$ cat src/rtl/bcd_to_binary_converter.sv
`default_nettype none
// +----------------------------------------------------------------------+
// | bcd_to_binary_converter: five BCD digits to 16-bit binary, using     |
// | reverse double-dabble at one bit per clock.                          |
// | Revision: 1.0                                                        |
// +----------------------------------------------------------------------+
module bcd_to_binary_converter #(
  parameter int WIDTH  = 16,
  parameter int DIGITS = 5
) (
  input  logic             Clock,
  input  logic             ResetN,
  input  logic             Start,
  input  logic [3:0]       Digit4,
  input  logic [3:0]       Digit3,
  input  logic [3:0]       Digit2,
  input  logic [3:0]       Digit1,
  input  logic [3:0]       Digit0,
  output logic [WIDTH-1:0] BinaryValue,
  output logic             Valid,
  output logic             Busy,
  output logic             Error
);

  localparam int BCD_W = 4 * DIGITS;
  localparam int CNT_W = $clog2(WIDTH + 1);
  localparam logic [CNT_W-1:0] LAST_ITER = CNT_W'(WIDTH - 1);

  typedef enum logic [1:0] {
    IDLE  = 2'd0,
    SHIFT = 2'd1,
    DONE  = 2'd2
  } state_t;

  state_t           state;
  logic [BCD_W-1:0] digits_in;
  logic [BCD_W-1:0] bcd_reg;
  logic [BCD_W-1:0] bcd_next;
  logic [WIDTH-1:0] bin_reg;
  logic [WIDTH-1:0] bin_next;
  logic [CNT_W-1:0] count;
  logic             digit_bad;
  logic             err_flag;

  assign digits_in = {Digit4, Digit3, Digit2, Digit1, Digit0};

  always_comb begin
    digit_bad = 1'b0;
    for (int i = 0; i < DIGITS; i++) begin
      if (digits_in[4*i +: 4] > 4'd9) digit_bad = 1'b1;
    end
  end

  // One reverse double-dabble step; nibbles are corrected independently.
  always_comb begin
    {bcd_next, bin_next} = {bcd_reg, bin_reg} >> 1;
    for (int i = 0; i < DIGITS; i++) begin
      if (bcd_next[4*i +: 4] >= 4'd8) bcd_next[4*i +: 4] = bcd_next[4*i +: 4] - 4'd3;
    end
  end

  always_ff @(posedge Clock or negedge ResetN) begin
    if (!ResetN) begin
      state       <= IDLE;
      bcd_reg     <= '0;
      bin_reg     <= '0;
      count       <= '0;
      err_flag    <= 1'b0;
      BinaryValue <= '0;
      Valid       <= 1'b0;
      Busy        <= 1'b0;
      Error       <= 1'b0;
    end else begin
      Valid <= 1'b0;
      case (state)
        IDLE: begin
          // Busy still high here means this is the Valid cycle: Start is ignored.
          if (Start && !Busy) begin
            bcd_reg  <= digits_in;
            bin_reg  <= '0;
            count    <= '0;
            err_flag <= digit_bad;
            Busy     <= 1'b1;
            state    <= digit_bad ? DONE : SHIFT;
          end else begin
            Busy <= 1'b0;
          end
        end
        SHIFT: begin
          bcd_reg <= bcd_next;
          bin_reg <= bin_next;
          count   <= count + 1'b1;
          if (count == LAST_ITER) state <= DONE;
        end
        DONE: begin
          Valid <= 1'b1;
          if (err_flag || (bcd_reg != '0)) begin
            BinaryValue <= '0;
            Error       <= 1'b1;
          end else begin
            BinaryValue <= bin_reg;
            Error       <= 1'b0;
          end
          state <= IDLE;
        end
        default: state <= IDLE;
      endcase
    end
  end

endmodule
`default_nettype wire
$ cat config.mk
export PLATFORM = sky130hd
export DESIGN_NAME = bcd_to_binary_converter
export DESIGN_NICKNAME = d
export VERILOG_FILES = /design/src/rtl/bcd_to_binary_converter.sv
export SDC_FILE = /design/constraint.sdc
export NUM_CORES = 1
export LEC_CHECK = 0
export ABC_AREA = 1
export CORE_ASPECT_RATIO = 0.8
export CORE_UTILIZATION = 50
export DETAILED_ROUTE_END_ITERATION = 12
export GPL_TIMING_DRIVEN = 0
export PLACE_DENSITY = 0.79
export SLEW_MARGIN = 20
export SYNTH_ARGS = -nofsm -noshare
export SYNTH_HDL_FRONTEND = slang
export SYNTH_SLANG_ARGS = --single-unit
$ cat constraint.sdc
create_clock -name Clock -period 1.4 [get_ports Clock]
set_input_delay 0.21 -clock Clock [delete_from_list [all_inputs] [get_ports Clock]]
set_output_delay 0.21 -clock Clock [all_outputs]
set_load 0.02 [all_outputs]
==> results_dict.tcl <==
set metrics [dict create \
    outcome "completed" \
    postLayoutCellArea_um2 4030 \
    setup_ws_ns 0.0296 \
    required_ns 1.63 \
    drt_first_pass_iters 5 \
    layout-drive-gt1-share_pct 15.6 \
    ys.flop_type "dfrtp_1" \
    grt_remaining_overflow 0 \
    grt_max_degree 45 \
    cts_sinks 63 \
    reg2reg_setup_slack_ns 0.03 \
    power.leakage_nw 1.96 \
    crit_slowest_cell "dfrtp_2" \
    reg2reg_from "state[0]" \
    post_drt_wl_per_cell_um 14.7 \
    drt_iter0_drc 160 \
    synthTopCellsByCount "nand2_1 (85), dfrtp_1 (63), inv_1 (38)" \
    max_freq_ghz 0.730 \
    final_nets 463 \
    seqCellArea_um2 1580 \
    r2r-end "bcd_reg[6]" \
    grt_antenna_before_repair 0 \
    cp.arrival_ns 1.60 \
    path_clk_slew_ns 0.07 \
    clk_path_buf_depth 2 \
    setup_viol 0 \
    drv_cap 0 \
    irDropWorstVdd_mv 1.08 \
    synth_area_leaders "dfrtp_1 (49%), nand2_1 (10%), inv_1 (4.5%)" \
    drc 0 \
    ys_async_sr_fraction_pct 100 \
    hold_viol 0 \
    finalCriticalPeriod_ns 1.37 \
    period_share_pct 97.9 \
    slowest_delay_ns 0.45 \
    p_per_area_nw_per_um2 2120 \
    rows 25 \
    hpwlAfterDp_um 5110 \
    reg2reg_depth 6 \
    cp_top_family "flip-flops" \
    num_io_pins 42 \
    core_region_area_um2 6040 \
    synth_most_common_cell "nand2_1" \
    synth_nets 399 \
    place_ws_ns -0.0973 \
    placement.io_buffers 41 \
    dieHeight_um 73.5 \
    dpl_cell_area_um2 3720 \
    crit_buf_inv 2 \
    die-area_um2 6720 \
    start_kind "flop" \
    fin_hold_ws_ns 0.290 \
    setup.worst_path.class "reg2reg" \
    p_total_mw 8.56 \
    yosysTopAreaCellShare_pct 49.3 \
    cts_tree "done" \
    synth-seq-cells 63 \
    htree_levels 3 \
    synth_edf_count 0 \
    ys_seq_area_share_pct 49.3 \
    finClkSkew_ns 0.00967 \
    cp_max_fo 10 \
    grt_pass1_vias 2600 \
    synth_cell_types 30 \
    diodes 0 \
    report.final.slew_viol_count 0 \
    synth_area_per_cell_um2 8.73 \
    grt.total_usage_pct 24.2 \
    netlist_area_um2 3200 \
    grt_pass1_wl_um 12300 \
    max_slew_margin_pct 80.2 \
    utilization_pct 66.7 \
    syn_inst 366 \
    cts_root_buf "clkbuf_8" \
    cts_buffers 9 \
    endpoint_kind "flop" \
    clkLatencyLatePin_ns 0.34 \
    die_x_um 91.4 \
    vias 2794 \
    crit_chain "nor2_4 > nand3_4 > inv_4 > buf_6 > nand2_1 > o211ai_1" \
    area_delta_synth_final_pct 26.1 \
    antenna_left 0 \
    ys_warn_count 0 \
    multi_input_area_um2 1330 \
    wl_um 7600 \
    vias_per_cell 5.41 \
    hold_path.class "in2async" \
    num-fill-cells 477 \
    worst_pin_slew_ns 0.294 \
    synth_top_area_cell "dfrtp_1" \
    initial_core_util_pct 52.9 \
    gp_congestion 0.869 \
    largest_reg_flops 20 \
]
routing by layer:
metal | global-route usage (%) | vias to the layer above | wire length (um)
met5 | 0 | - | 0
met4 | 10.1 | 0 | 117
met3 | 6.00 | 14 | 423
met2 | 39.0 | 78 | 3590
met1 | 31.7 | 1364 | 3470
li1 | - | 1338 | -
how the worst max path moves through the flow:
stage,startpoint,to,slack (ns),cells past startpoint
after floorplan,count[0],state[1],0.20,8
after global placement,ResetN,bcd_reg[4],-1.87,1
after detailed placement,Start,bcd_reg[6],-0.1,6
after CTS,bcd_reg[8],BinaryValue[2],0.02,6
after global routing,bcd_reg[5],Error,-0.02,7
final,state[0],bcd_reg[6],0.03,6
final cells by class:
cell class	count	share of cell area, %
Tap cell	81	2.52
Buffer	15	3.42
Clock inverter	3	1.61
Timing Repair Buffer	53	12.1
Inverter	44	4.29
Sequential cell	63	39.2
Multi-Input combinational cell	244	32.9
Clock buffer	13	3.94
where the power goes:
| part | leakage [nW] | internal, mW | switching [mW] | total (mW) |
|---|---|---|---|---|
| registers | 0.824 | 2.42 | 0.506 | 2.92 |
| clock network | 0.114 | 1.10 | 0.701 | 1.80 |
| logic | 1.02 | 1.47 | 2.36 | 3.84 |
| total | 1.96 | 4.99 | 3.57 | 8.56 |
layout by cell type (no fill, tap or decap):
cell / netlist / final
a21oi_2: 4 / 4
buf_2: 3 / 3
inv_1: 38 / 37
nand2_8: 1 / 1
nand4_1: 16 / 16
nand2_4: 1 / 1
dlygate4sd2_1: 0 / 19
clkbuf_8: 0 / 11
o21ai_1: 2 / 4
buf_4: 5 / 15
nand2_2: 1 / 1
inv_2: 5 / 5
o211ai_1: 9 / 9
inv_6: 0 / 1
dfrtp_1: 63 / 62
xor2_1: 4 / 4
o21ai_0: 25 / 23
clkdlybuf4s50_1: 0 / 21
buf_6: 5 / 6
dlygate4sd3_1: 0 / 1
clkinv_2: 0 / 1
and2_0: 1 / 1
nor2_2: 4 / 3
ha_1: 10 / 9
nor2_4: 3 / 4
nand2_1: 85 / 85
inv_4: 1 / 1
clkbuf_2: 0 / 1
nand3_4: 1 / 1
bufinv_16: 0 / 2
nand3_1: 8 / 8
buf_12: 1 / 2
ha_2: 0 / 1
a21oi_1: 12 / 12
o22ai_1: 18 / 18
dfrtp_2: 0 / 1
o211ai_2: 2 / 2
o21ai_2: 1 / 1
clkbuf_1: 0 / 2
nor2_1: 36 / 36
through the flow:
stage                     setup TNS (ns)  cells
after floorplan                        0    366
after global placement           -118.21    488
after detailed placement          -0.996    489
after CTS                              0    508
after global routing             -0.0314    516
final                                  0    516
logic make-up (layout without fill, tap and decap cells):
family | after synthesis | in the layout | share of synthesized area (%)
and+or+nand+nor | 157 | 157 | 22.4
adders and majority gates | 10 | 10 | 3.92
DFF | 63 | 63 | 49.3
buffers and inverters | 59 | 128 | 9.40
xor gates and xnor gates | 4 | 4 | 1.10
AOI/OAI and AO/OA | 73 | 73 | 13.9
what timing repair did:
item | CTS | global route
hold endpoints to repair | 19 | 0
hold buffers | 1 | 0
setup buffers | 2 | 8
gates resized for setup | 20 | 9
pin swaps | 1 | 4
setup endpoints to repair | 22 | 27
No activity file was read; power rests on OpenSTA's default activity.
